File: config.mk
export PLATFORM = sky130hd
export DESIGN_NAME = muldiv_unit_flat
export DESIGN_NICKNAME = d
export VERILOG_FILES = /design/src/rtl/muldiv_unit_if.sv /design/src/rtl/muldiv_unit.sv /design/src/flat_wrapper.sv
export SDC_FILE = /design/constraint.sdc
export NUM_CORES = 2
export LEC_CHECK = 0
export ABC_AREA = 1
export CAP_MARGIN = 25
export CORE_AREA = 2 2 327 329
export DETAILED_ROUTE_END_ITERATION = 8
export DIE_AREA = 0 0 329 331
export GPL_TIMING_DRIVEN = 0
export PLACE_DENSITY_LB_ADDON = 0.05
export SLEW_MARGIN = 20
export SYNTH_ARGS = -nofsm -noshare
export SYNTH_HDL_FRONTEND = slang
export SYNTH_SLANG_ARGS = --single-unit
export TNS_END_PERCENT = 50
File: constraint.sdc
create_clock -name clk -period 11.5 [get_ports clk]
set_clock_uncertainty 0.05 [all_clocks]
set_input_delay 2.3 -clock clk [delete_from_list [all_inputs] [get_ports clk]]
set_output_delay 2.3 -clock clk [all_outputs]
set_load 0.02 [all_outputs]
File: src/rtl/muldiv_unit_if.sv
// ============================================================================
// Module   : muldiv_unit_if
// Purpose  : Request/response bundle between the execute stage and muldiv_unit.
// Revision : 1.0 - initial release
// ============================================================================
`default_nettype none

interface muldiv_unit_if #(
    parameter int D_WIDTH = 32
) ();
    logic               start_i;
    logic               flush_i;
    logic [2:0]         funct3_i;
    logic [D_WIDTH-1:0] op1_i;
    logic [D_WIDTH-1:0] op2_i;
    logic               busy_o;
    logic               done_o;
    logic [D_WIDTH-1:0] result_o;

    modport master (
        output start_i, flush_i, funct3_i, op1_i, op2_i,
        input  busy_o, done_o, result_o
    );

    modport slave (
        input  start_i, flush_i, funct3_i, op1_i, op2_i,
        output busy_o, done_o, result_o
    );
endinterface

`default_nettype wire

File: src/rtl/muldiv_unit.sv
// ============================================================================
// Module   : muldiv_unit
// Purpose  : Multi-cycle RV32M multiply (1 cycle) / restoring divide (D_WIDTH cycles).
// Revision : 1.0 - initial release
// ============================================================================
`default_nettype none

module muldiv_unit #(
    parameter int D_WIDTH = 32
) (
    input  wire logic         clk,
    input  wire logic         rst_n,
    muldiv_unit_if.slave      bus
);

    localparam int CNT_W = $clog2(D_WIDTH);

    localparam logic [1:0] S_IDLE = 2'd0;
    localparam logic [1:0] S_MUL  = 2'd1;
    localparam logic [1:0] S_DIV  = 2'd2;
    localparam logic [1:0] S_DONE = 2'd3;

    localparam logic [D_WIDTH-1:0] MIN_INT  = {1'b1, {(D_WIDTH-1){1'b0}}};
    localparam logic [D_WIDTH-1:0] ALL_ONES = {D_WIDTH{1'b1}};
    localparam logic [CNT_W-1:0]   LAST_CNT = CNT_W'(D_WIDTH - 1);

    logic [1:0]         state_q,  state_d;
    logic [1:0]         fn_q,     fn_d;
    logic [D_WIDTH-1:0] a_q,      a_d;
    logic [D_WIDTH-1:0] b_q,      b_d;
    logic [D_WIDTH-1:0] rem_q,    rem_d;
    logic               neg_q,    neg_d;
    logic [CNT_W-1:0]   cnt_q,    cnt_d;
    logic [D_WIDTH-1:0] result_q, result_d;

    logic                 accept;
    logic                 in_signed;
    logic [D_WIDTH-1:0]   op1_abs;
    logic [D_WIDTH-1:0]   op2_abs;
    logic                 mul_s1;
    logic                 mul_s2;
    logic [2*D_WIDTH-1:0] mul_a;
    logic [2*D_WIDTH-1:0] mul_b;
    logic [2*D_WIDTH-1:0] product;
    logic [D_WIDTH:0]     rem_shift;
    logic [D_WIDTH:0]     diff;
    logic                 qbit;
    logic [D_WIDTH-1:0]   rem_nxt;
    logic [D_WIDTH-1:0]   quo_nxt;
    logic [D_WIDTH-1:0]   div_raw;
    logic [D_WIDTH-1:0]   div_res;

    assign accept    = bus.start_i & ~bus.flush_i & (state_q == S_IDLE);
    // DIV and REM are the signed divide ops (funct3 = 1x0)
    assign in_signed = ~bus.funct3_i[0];
    assign op1_abs   = (in_signed & bus.op1_i[D_WIDTH-1]) ? -bus.op1_i : bus.op1_i;
    assign op2_abs   = (in_signed & bus.op2_i[D_WIDTH-1]) ? -bus.op2_i : bus.op2_i;

    // fn_q: 00 MUL, 01 MULH, 10 MULHSU, 11 MULHU
    assign mul_s1  = (fn_q == 2'b01) | (fn_q == 2'b10);
    assign mul_s2  = (fn_q == 2'b01);
    assign mul_a   = {{D_WIDTH{mul_s1 & a_q[D_WIDTH-1]}}, a_q};
    assign mul_b   = {{D_WIDTH{mul_s2 & b_q[D_WIDTH-1]}}, b_q};
    assign product = mul_a * mul_b;

    // One restoring step: a_q shifts the dividend out and the quotient in
    assign rem_shift = {rem_q, a_q[D_WIDTH-1]};
    assign diff      = rem_shift - {1'b0, b_q};
    assign qbit      = ~diff[D_WIDTH];
    assign rem_nxt   = qbit ? diff[D_WIDTH-1:0] : rem_shift[D_WIDTH-1:0];
    assign quo_nxt   = {a_q[D_WIDTH-2:0], qbit};
    assign div_raw   = fn_q[1] ? rem_nxt : quo_nxt;
    assign div_res   = neg_q ? -div_raw : div_raw;

    always_comb begin
        state_d  = state_q;
        fn_d     = fn_q;
        a_d      = a_q;
        b_d      = b_q;
        rem_d    = rem_q;
        neg_d    = neg_q;
        cnt_d    = cnt_q;
        result_d = result_q;

        case (state_q)
            S_IDLE: begin
                if (accept) begin
                    fn_d = bus.funct3_i[1:0];
                    if (!bus.funct3_i[2]) begin
                        a_d     = bus.op1_i;
                        b_d     = bus.op2_i;
                        state_d = S_MUL;
                    end else if (bus.op2_i == '0) begin
                        result_d = bus.funct3_i[1] ? bus.op1_i : ALL_ONES;
                        state_d  = S_DONE;
                    end else if (in_signed && bus.op1_i == MIN_INT && bus.op2_i == ALL_ONES) begin
                        result_d = bus.funct3_i[1] ? '0 : MIN_INT;
                        state_d  = S_DONE;
                    end else begin
                        a_d     = op1_abs;
                        b_d     = op2_abs;
                        rem_d   = '0;
                        cnt_d   = '0;
                        neg_d   = in_signed & (bus.funct3_i[1] ? bus.op1_i[D_WIDTH-1]
                                              : (bus.op1_i[D_WIDTH-1] ^ bus.op2_i[D_WIDTH-1]));
                        state_d = S_DIV;
                    end
                end
            end
            S_MUL: begin
                result_d = (fn_q == 2'b00) ? product[D_WIDTH-1:0] : product[2*D_WIDTH-1:D_WIDTH];
                state_d  = S_DONE;
            end
            S_DIV: begin
                a_d   = quo_nxt;
                rem_d = rem_nxt;
                cnt_d = cnt_q + 1'b1;
                if (cnt_q == LAST_CNT) begin
                    result_d = div_res;
                    state_d  = S_DONE;
                end
            end
            default: begin
                state_d = S_IDLE;
            end
        endcase

        // An aborted operation must leave the previous result visible
        if (bus.flush_i) begin
            state_d  = S_IDLE;
            result_d = result_q;
        end
    end

    always_ff @(posedge clk or negedge rst_n) begin
        if (!rst_n) begin
            state_q  <= S_IDLE;
            fn_q     <= '0;
            a_q      <= '0;
            b_q      <= '0;
            rem_q    <= '0;
            neg_q    <= 1'b0;
            cnt_q    <= '0;
            result_q <= '0;
        end else begin
            state_q  <= state_d;
            fn_q     <= fn_d;
            a_q      <= a_d;
            b_q      <= b_d;
            rem_q    <= rem_d;
            neg_q    <= neg_d;
            cnt_q    <= cnt_d;
            result_q <= result_d;
        end
    end

    assign bus.busy_o   = (state_q != S_IDLE);
    assign bus.done_o   = (state_q == S_DONE);
    assign bus.result_o = result_q;

endmodule

`default_nettype wire
File: src/flat_wrapper.sv
// flat-port wrapper written by rule: the top's interface ports become plain ports
module muldiv_unit_flat 
#(
    parameter int D_WIDTH = 32
)
  (clk, rst_n, bus_start_i, bus_flush_i, bus_funct3_i, bus_op1_i, bus_op2_i, bus_busy_o, bus_done_o, bus_result_o);
  muldiv_unit_if #(.D_WIDTH(D_WIDTH)) bus_i ();
  input  wire logic clk;
  input  wire logic rst_n;
  input wire logic [$bits(bus_i.start_i)-1:0] bus_start_i;
  input wire logic [$bits(bus_i.flush_i)-1:0] bus_flush_i;
  input wire logic [$bits(bus_i.funct3_i)-1:0] bus_funct3_i;
  input wire logic [$bits(bus_i.op1_i)-1:0] bus_op1_i;
  input wire logic [$bits(bus_i.op2_i)-1:0] bus_op2_i;
  output wire logic [$bits(bus_i.busy_o)-1:0] bus_busy_o;
  output wire logic [$bits(bus_i.done_o)-1:0] bus_done_o;
  output wire logic [$bits(bus_i.result_o)-1:0] bus_result_o;
  assign bus_i.start_i = bus_start_i;
  assign bus_i.flush_i = bus_flush_i;
  assign bus_i.funct3_i = bus_funct3_i;
  assign bus_i.op1_i = bus_op1_i;
  assign bus_i.op2_i = bus_op2_i;
  assign bus_busy_o = bus_i.busy_o;
  assign bus_done_o = bus_i.done_o;
  assign bus_result_o = bus_i.result_o;
  muldiv_unit #(.D_WIDTH(D_WIDTH)) u_core (.clk(clk), .rst_n(rst_n), .bus(bus_i));
endmodule
==> summary.md <==
| Metric | Value |
|---|---|
| Total gr overflow | 0 |
| Vias in the first global route | 48330 |
| Slowest stage delay, CP | 0.81 ns |
| CP Class | flip-flop to flip-flop |
| Mean Syn Cell Area | 7.428 sq um |
| DR vias | 47620 |
| CTS tree | yes |
| Post-synthesis simple-gate area fraction | 0.2047 |
| Initial DRC count | 5196 |
| Slew @ Worst Pin | 1.253 ns |
| Setup Viol. Count Final | 0 |
| Die Height | 331 microns |
| Status | completed |
| Ys async rst share | 1.000 |
| Area delta synth->final | 7.062% |
| Fin util | 0.5327 |
| Critical path launch point type | flip-flop |
| R2R cell count | 33 |
| DIE AREA | 108900 sq um |
| Global-route wire length before repair | 334400 microns |
| Seq cells post-synth | 138 |
| Final period util | 0.9866 |
| Most frequent cells in the layout | nand2_1, inv_1, fa_1, nor2_1, clkbuf_1 |
| Core area | 105000 sq um |
| HPWL after DPL | 199600 microns |
| Routability cong. | 1.042 |
| Routed WL per cell | 26.88 microns |
| Via/cell ratio | 5.552 |
| Initial antenna violation count | 13 |
| Max clock buf depth | 2 |
| Initial DRT Pass Iterations | 6 |
| Register area share after synthesis | 0.06612 |
| Hold depth | 2 |
| Critical path arrival | 11.68 ns |
| Hold Crit Class | flip-flop to flip-flop |
| Synthesized Nets | 8485 |
| CP max-delay cell | fa_2 |
| Layout cells sized above 1 | 0.02352 |
| Final min period | 11.35 ns |
| Clock latency on the worst-skew pair | 0.49 ns |
| Hold Vio Cnt, Final | 0 |
| Yosys warns | 0 |
| Fraction of synthesized area in multiplexers | 0 |
| Max Slew Vio Count | 0 |
| Clock sink count | 138 |
| Fin area | 55920 sq um |
| Setup WS pre-CTS | -0.1467 ns |
| # fillers | 10530 |
| XOR/XNOR share of the synthesized area | 0.01593 |
| Most common cell after layout, fill and taps aside | nand2_1 |
| Max-slew headroom | 0.1648 |
| Die W | 329 microns |
| FF+latch area | 3453 sq um |
| Worst EP required | 11.83 ns |
| Post-Syn Area | 52230 sq um |
| Placed cell areas | 55280 sq um |
| Synth Area in Adders | 0.4932 |
| Final WL | 230600 microns |
| TritonCTS Buffers | 17 |
| CP Buf/Inv Count | 8 |
| CTS root buffer | clkbuf_16 |
| Tot GR Track Use | 0.4337 |
| CTS clk-pin slew, worst paths | 0.07 ns |
| Ys flop type | dfrtp_1 |
| Final #Nets | 8626 |
| Footprint of the multi-input gates | 40400 sq um |
| Max-cap violations | 0 |
| Cell depth of the worst setup path | 33 |
| Mapped Cells | 7031 |
| Peak Freq | 0.08814 GHz |
| Most used cell along the critical path | fa_1 |
| Post-CTS Setup Repair Bufs | 0 |
| Post-synth EDFFs | 0 |
| I/O Buffers | 104 |
| Number of hold buffers added after CTS | 0 |
| Final Worst Setup Slack | 0.1546 ns |
| RSZ-0062 raised after global routing | false |
| CP Max Fanout | 12 |
| H-Tree Depth | 4 |
| Placed Cells | 8544 |
| Ports | 105 |
| Compound-Gate Fraction of Synth Area | 0.05893 |
| Layout Cells excl Fill | 8578 |
| Largest net degree at the start of global routing | 87 |
| Antenna Nets Post-Route | 0 |
| Worst setup EP type | flip-flop |
| Top Family by Delay on Critical Path | adder cells |
| Initial Util | 0.4976 |
| Largest family of logic cells by synthesized area | adder cells |
| R2r setup slk | 0.15 ns |
| Residual DRC | 0 |
| Yosys cell types | 54 |
| Row count | 119 |
what timing repair did:
action | in CTS | in global routing
gates resized for setup | 3 | 13
setup endpoints to repair | 3 | 15
pin swaps | 0 | 0
endpoints found under the hold margin | 0 | 0
cell families after synthesis:
logic type	after synthesis
AOI/OAI and AO/OA	540
xor gates and xnor gates	95
adders and majority gates	1383
buffers and inverters	2225
DFF	138
and+or+nand+nor	2650
worst min-delay path, cell delays in order (launching register included):
cell and delay (ns):
dfrtp_1 0.35, nand2_1 0.05, nand2_1 0.05
stage by stage:
stage | hold WS [ns] | setup TNS [ns]
after global placement | 0.4154 | -0.3138
after CTS | 0.4421 | 0
after floorplan | 0.4055 | 0
after global routing | 0.4612 | 0
final | 0.4409 | 0
after detailed placement | 0.4142 | -0.3554
final cells by class:
class,count,share of cell area
multi-input cells,4668,0.7225
inverters,1883,0.1265
flip-flops and latches,138,0.06176
well taps,1391,0.03113
plain buffers,341,0.02426
repair buffers,123,0.02334
clock buffers,20,0.008167
clock inverters,12,0.002282
diodes,2,0.00008951
routing by layer:
layer  share of wire  GRT usage  routed length [microns]
met2            0.42     0.6409                    97420
met5         0.00075          0                      172
met1            0.39     0.5657                    89970
met4           0.076     0.2651                    17490
met3            0.11     0.1233                    25530
sequential cells by signal (all words and copies together), names as in the netlist:
signal	count
u_core.rem_q	32
u_core.bus.result_o	32
u_core.neg_q	1
u_core.state_q	2
u_core.b_q	32
u_core.fn_q	2
u_core.a_q	32
u_core.cnt_q	5
Yosys cell counts, types with 11 or more instances:
library cell	number	share of area
nand2_1	1943	0.14
inv_1	1866	0.13
fa_1	1126	0.43
nor2_1	336	0.024
clkbuf_1	315	0.023
ha_1	257	0.062
nand3_1	208	0.020
o21ai_0	193	0.018
a21oi_1	173	0.017
dfrtp_1	138	0.066
xor2_1	56	0.0094
nand4_1	50	0.0060
o211ai_1	39	0.0056
xnor2_1	39	0.0065
a31oi_1	37	0.0044
nor3_1	28	0.0027
o22ai_1	27	0.0032
o21bai_1	16	0.0023
buf_2	15	0.0014
nand2_2	14	0.0017
inv_2	11	0.00079
path summary, 6_finish.rpt:
kind                                    startpoint                       to
hold / removal             u_core.bus.result_o[11]  u_core.bus.result_o[11]
hold reg to reg            u_core.bus.result_o[11]  u_core.bus.result_o[11]
setup / recovery                    u_core.fn_q[1]  u_core.bus.result_o[20]
setup reg to reg                    u_core.fn_q[1]  u_core.bus.result_o[20]
min in group asynchronous                    rst_n          u_core.cnt_q[2]
max in group asynchronous                    rst_n            u_core.b_q[9]
Power is not shown: default switching activity piles up to over one toggle a cycle in this logic, so the estimate is an artifact.
